### src/rtl/cpu_pkg.sv
// Shared constants for the MIPS core: word width, Pcsrc encoding, fetch states.
package cpu_pkg;

    localparam int WORD_W  = 32;
    localparam int JADDR_W = 26;

    localparam logic [1:0] PCSRC_SEQ    = 2'b00;
    localparam logic [1:0] PCSRC_JUMP   = 2'b01;
    localparam logic [1:0] PCSRC_BRANCH = 2'b10;

    typedef enum logic [1:0] {
        FS_IDLE  = 2'b00,
        FS_FETCH = 2'b01,
        FS_HOLD  = 2'b10
    } fetch_state_e;

endpackage

### src/rtl/next_pc_calc.sv
// Combinational next-PC select: sequential, branch (Pc4 + imm<<2) or jump.
module next_pc_calc
    import cpu_pkg::*;
(
    input  logic [WORD_W-1:0]  Pc4,
    input  logic [WORD_W-1:0]  Ext_imm,
    input  logic [JADDR_W-1:0] Jaddr,
    input  logic [1:0]         Pcsrc,
    output logic [WORD_W-1:0]  next_pc
);

    logic [WORD_W-1:0] br_target;
    logic [WORD_W-1:0] j_target;
    logic              unused_imm_hi;

    // The top two immediate bits fall off the word shift.
    assign unused_imm_hi = ^Ext_imm[WORD_W-1:WORD_W-2];
    assign br_target     = Pc4 + {Ext_imm[WORD_W-3:0], 2'b00};
    assign j_target      = {Pc4[WORD_W-1:WORD_W-4], Jaddr, 2'b00};

    always_comb begin
        next_pc = j_target;
        case (Pcsrc)
            PCSRC_SEQ:    next_pc = Pc4;
            PCSRC_BRANCH: next_pc = br_target;
            default:      next_pc = j_target;  // 01 and 11 both jump
        endcase
    end

endmodule

### src/rtl/pc_fetch_unit.sv
// PC register and instruction fetch FSM with req/ready imem handshake.
// Define FETCH_PERF_CNT_EN to add retired/redirect counter outputs.
module pc_fetch_unit
    import cpu_pkg::*;
#(
    parameter logic [WORD_W-1:0] RESET_PC = 32'h0000_0000
) (
    input  logic               Clk,
    input  logic               Clrn,
    input  logic [1:0]         Pcsrc,
    input  logic [WORD_W-1:0]  Ext_imm,
    input  logic [JADDR_W-1:0] Jaddr,
    input  logic               Stall,
    input  logic               Inst_ack,
    output logic               Imem_req,
    output logic [WORD_W-1:0]  Imem_addr,
    input  logic               Imem_ready,
    input  logic [WORD_W-1:0]  Imem_rdata,
    output logic [WORD_W-1:0]  Inst,
    output logic               Inst_valid,
`ifdef FETCH_PERF_CNT_EN
    output logic [WORD_W-1:0]  Cnt_retired,
    output logic [WORD_W-1:0]  Cnt_redirect,
`endif
    output logic [WORD_W-1:0]  Pc,
    output logic [WORD_W-1:0]  Pc4
);

    fetch_state_e      state_q, state_d;
    logic [WORD_W-1:0] pc_q, pc_d;
    logic [WORD_W-1:0] inst_q, inst_d;
    logic              inst_valid_q, inst_valid_d;
    logic [WORD_W-1:0] pc4;
    logic [WORD_W-1:0] next_pc;
    logic              retire;

    assign pc4    = pc_q + WORD_W'(4);
    assign retire = (state_q == FS_HOLD) && Inst_ack && !Stall;

    next_pc_calc u_next_pc (
        .Pc4     (pc4),
        .Ext_imm (Ext_imm),
        .Jaddr   (Jaddr),
        .Pcsrc   (Pcsrc),
        .next_pc (next_pc)
    );

    always_ff @(posedge Clk or negedge Clrn) begin
        if (!Clrn) begin
            state_q      <= FS_IDLE;
            pc_q         <= RESET_PC;
            inst_q       <= '0;
            inst_valid_q <= 1'b0;
        end else begin
            state_q      <= state_d;
            pc_q         <= pc_d;
            inst_q       <= inst_d;
            inst_valid_q <= inst_valid_d;
        end
    end

    always_comb begin
        state_d      = state_q;
        pc_d         = pc_q;
        inst_d       = inst_q;
        inst_valid_d = inst_valid_q;
        case (state_q)
            FS_IDLE: state_d = FS_FETCH;
            FS_FETCH: begin
                if (Imem_ready) begin
                    inst_d       = Imem_rdata;
                    inst_valid_d = 1'b1;
                    state_d      = FS_HOLD;
                end
            end
            FS_HOLD: begin
                if (retire) begin
                    pc_d         = next_pc;
                    inst_valid_d = 1'b0;
                    state_d      = FS_FETCH;
                end
            end
            default: state_d = FS_IDLE;
        endcase
    end

    // Request is a pure state decode so Imem_ready never reaches it.
    assign Imem_req   = (state_q == FS_FETCH);
    assign Imem_addr  = pc_q;
    assign Inst       = inst_q;
    assign Inst_valid = inst_valid_q;
    assign Pc         = pc_q;
    assign Pc4        = pc4;

`ifdef FETCH_PERF_CNT_EN
    logic [WORD_W-1:0] cnt_retired_q, cnt_retired_d;
    logic [WORD_W-1:0] cnt_redirect_q, cnt_redirect_d;

    always_ff @(posedge Clk or negedge Clrn) begin
        if (!Clrn) begin
            cnt_retired_q  <= '0;
            cnt_redirect_q <= '0;
        end else begin
            cnt_retired_q  <= cnt_retired_d;
            cnt_redirect_q <= cnt_redirect_d;
        end
    end

    always_comb begin
        cnt_retired_d  = cnt_retired_q;
        cnt_redirect_d = cnt_redirect_q;
        if (retire) begin
            cnt_retired_d = cnt_retired_q + WORD_W'(1);
            if (Pcsrc != PCSRC_SEQ)
                cnt_redirect_d = cnt_redirect_q + WORD_W'(1);
        end
    end

    assign Cnt_retired  = cnt_retired_q;
    assign Cnt_redirect = cnt_redirect_q;
`endif

endmodule

### config.mk
export PLATFORM = sky130hd
export DESIGN_NAME = pc_fetch_unit
export DESIGN_NICKNAME = d
export VERILOG_FILES = /design/src/rtl/cpu_pkg.sv /design/src/rtl/next_pc_calc.sv /design/src/rtl/pc_fetch_unit.sv
export SDC_FILE = /design/constraint.sdc
export NUM_CORES = 1
export LEC_CHECK = 0
export CAP_MARGIN = 20
export CORE_MARGIN = 2
export CORE_UTILIZATION = 41
export CTS_BUF_LIST = sky130_fd_sc_hd__clkbuf_8
export DETAILED_ROUTE_END_ITERATION = 12
export PLACE_DENSITY_LB_ADDON = 0.08
export SLEW_MARGIN = 20
export SYNTH_ARGS = -nofsm -noshare
export SYNTH_HDL_FRONTEND = slang
export SYNTH_HIERARCHICAL = 1
export SYNTH_SLANG_ARGS = --single-unit
### constraint.sdc
create_clock -name Clk -period 3.5 [get_ports Clk]
set_input_delay 0.7 -clock Clk [delete_from_list [all_inputs] [get_ports Clk]]
set_output_delay 0.7 -clock Clk [all_outputs]
set_load 0.02 [all_outputs]
==> impl_metrics.toml <==
[power]
p_leak_nw = 3.96
power_density_nw_per_um2 = 935
clkPwrFrac = 0.079
switching_share = 0.438
seq_power_share = 0.171
p_int_mw = 4.81
p_comb_frac = 0.750
power_switching_mw = 3.74
ir_worst_vdd_v = 0.000596
power_mw = 8.55

[sta]
finalWorstSetupSlack_ns = 0.0435
slew_headroom = 0.387
setup_viol_count_final = 0
skew_ns = 0.0155
fmax_mhz = 289
period_share = 0.988
layout_min_cycle_time_ns = 3.46
tightest_slew_ns = 0.916
finalMaxSlewViolations = 0
rsz0062_at_grt = "yes"
hold_viol = 0

[worst_setup_path]
critPathLaunchType = "flip-flop"
worstSetupPathType = "reg -> reg"
cp_cell_sequence = "ha_4 > buf_4 > xor2_4 > ha_4 > buf_4 > o21a_4 > a211oi_4 > nor3_4 > o21ai_4 > a31oi_4 > a221o_1 > a211oi_2 > nor3b_2 > o31a_1 > mux2_2"
slowest_delay_ns = 0.45
rr_startpoint = "Imem_addr[3]"
reg2reg_depth = 15
r2r_slack_ns = 0.04
cp_slowest_cell = "dfrtp_2"
cp_data_required_time_ns = 3.76
cp-end-kind = "flip-flop"
timing.rr.end = "Imem_addr[25]"
worstPathArrival_ns = 3.71
path_max_fanout = 4

[layout]
fin_nets = 998
fin_area_um2 = 9140
register_area_um2 = 1700
drive_above_1_share = 0.327
finish.utilization = 0.699
multi_input_area_um2 = 3790
fill_cells = 1055
final_cell_mix = "clkdlybuf4s50_1, buf_4, mux2_2"
final_common_cell = "clkdlybuf4s50_1"
area_growth_pct = 68.3
antenna_cells = 0

[clock_network]
numCtsBuffers = 9
clkLatencyLatePin_ns = 0.36
cts_max_level = 3
cts_tree = "yes"
clkTransAtPathRegs_ns = 0.09
cts_buffer_depth = 2
cts.sinks = 67
root_buffer = "clkbuf_8"

[place]
globalplace.congestion = 0.901
port_buffers = 224
placed_area_um2 = 8620
pre_cts_ws_ns = -0.330
dp_hpwl_um = 14500

[drt]
ant_nets = 0
wl_um = 18300
drc = 0
avgRoutedWirePerCell_um = 17.4
highest_layer = "met4"
dr_wl_met2_um = 9530
first_pass_iters = 5
wl_met1_um = 7230
dr_total_vias = 5509
viasPerCell = 5.24
drt_iter0_drc = 254
dr_wl_met3_um = 1270

[die]
dieArea_um2 = 14200
ios = 227
coreArea_um2 = 13100
die_x_um = 119
die_height_um = 119
initial_core_util = 0.415
rows = 42

[grt]
grt_antenna_before_repair = 0
grt_max_degree = 28
grt_pass1_vias = 5676
grt_usage = 0.256
grt_pass1_wl_um = 28800
grt_overflow = 0

[outcome]
status = "completed"

[synthesis]
synthesis.area_um2 = 5430
avgSynthCellArea_um2 = 9.55
synth_top_family_by_area = "compound AO/OA/AOI/OAI gates"
yosys_warnings = 6
syn_nets = 697
synthFlopType = "dfrtp_1"
ys_ff_latch = 67
yosysSeqAreaShare = 0.309
synth_cell_types = 68
netlist_instances = 569
synth_fa_ha_area_frac = 0.0728
synth-xor-area-share = 0.0726
synth_compound_area_frac = 0.164
async_reset_ff_frac = 1.00
synthMuxAreaShare = 0.154
synth-edff-count = 0
yosys.area_share.simple = 0.152

[min_path]
worstHoldPathType = "in -> async"

[run]
drv_cap = 0
-- power by group through the flow --
stage	logic, mW	clock network, mW	registers, mW
floorplan	2.91	0	2.01
global placement	6.00	0	1.44
detailed placement	6.08	0	1.47
CTS	6.19	0.699	1.46
global route	6.85	0.729	1.51
finish	6.41	0.677	1.46
-- metal layers --
metal	global-route usage	up-vias
met5	0	-
met4	0.0640	0
met3	0.0680	24
met2	0.463	194
met1	0.300	2647
li1	-	2644
-- cell type report --
type                       count  share of cell area
multi-input combinational    431               0.415
inverter                      16             0.00657
sequential                    67               0.186
timing repair buffer         345               0.346
clock inverter                 7             0.00917
clock buffer                   9              0.0135
tap                          176              0.0241
-- worst max-delay path, delay by kind of cell, from the launching register on --
family,cells,cell delay [ns]
AOI/OAI and AO/OA,7,1.57
DFF,1,0.45
adders and majority gates,2,0.41
buffers and inverters,2,0.29
muxes,1,0.26
xor gates and xnor gates,1,0.19
and+or+nand+nor,2,0.17
-- kinds of logic (layout without fill, tap and decap cells) --
family	count (synthesis)	count (layout)
multiplexers	76	76
buffers and inverters	71	377
AND/OR/NAND/NOR	147	147
XOR/XNOR	45	45
adder cells (fa/ha/maj)	31	31
flip-flops	67	67
AO/OA/AOI/OAI	132	132
-- stage by stage --
stage	TNS, ns	cells	hold slack, ns
floorplan	-0.0748	569	0.404
global placement	-1.91	1027	0.486
detailed placement	-2.63	1027	0.493
CTS	0	1043	0.335
global route	-0.235	1051	0.373
finish	0	1051	0.338
-- synthesized netlist by cell type, drive strengths merged, types with 2 or more instances --
| cell type | instances | area, um2 |
|---|---|---|
| nand2 | 41 | 154 |
| and2b | 2 | 15.0 |
| xnor2 | 33 | 289 |
| clkbuf | 12 | 45.0 |
| o21ai | 46 | 241 |
| inv | 16 | 60.1 |
| nand2b | 6 | 37.5 |
| mux2 | 62 | 698 |
| o21a | 4 | 30.0 |
| a22oi | 9 | 67.6 |
| a21o | 13 | 98.9 |
| dfrtp | 67 | 1680 |
| nand3 | 24 | 125 |
| o21bai | 6 | 45.0 |
| or2 | 2 | 12.5 |
| nand4 | 14 | 103 |
| ha | 30 | 375 |
| a221o | 2 | 20.0 |
| a31oi | 11 | 90.1 |
| or4 | 2 | 15.0 |
| or3 | 4 | 25.0 |
| o211ai | 2 | 15.0 |
| and2 | 4 | 25.0 |
| mux2i | 14 | 140 |
| a211o | 3 | 26.3 |
| a211oi | 4 | 40.0 |
| nor4 | 5 | 52.6 |
| a21oi | 22 | 121 |
| nor2 | 17 | 66.3 |
| nor3 | 7 | 51.3 |
| buf | 43 | 305 |
| xor2 | 12 | 105 |
| nor2b | 7 | 43.8 |
| and3 | 8 | 51.3 |
-- timing repair --
item / in CTS / in global routing
endpoints found under the setup margin: 9 / 9
hold buffers: 0 / 0
gates resized for setup: 11 / 32
pin swaps: 10 / 17
setup buffers: 0 / 8
-- registers in the layout, indices dropped and copies added, names as in the netlist --
register    count
Imem_addr      32
Inst           32
state_q         2
Inst_valid      1
-- worst max path at each step --
| stage | from | to | slack, ns | cells past startpoint |
|---|---|---|---|---|
| 4_1_cts | Imem_addr[3] | Imem_addr[29] | 0.0002 | 16 |
| 6_report | Imem_addr[3] | Imem_addr[25] | 0.04 | 15 |
| 3_5_place_dp | Ext_imm[0] | Imem_addr[26] | -0.33 | 15 |
| 3_3_place_gp | Ext_imm[0] | Imem_addr[26] | -0.28 | 15 |
| 2_1_floorplan | Imem_addr[3] | Imem_addr[25] | -0.07 | 16 |
| 5_1_grt | Imem_addr[3] | Imem_addr[25] | -0.08 | 15 |
Power figures use the tool's default switching activity.
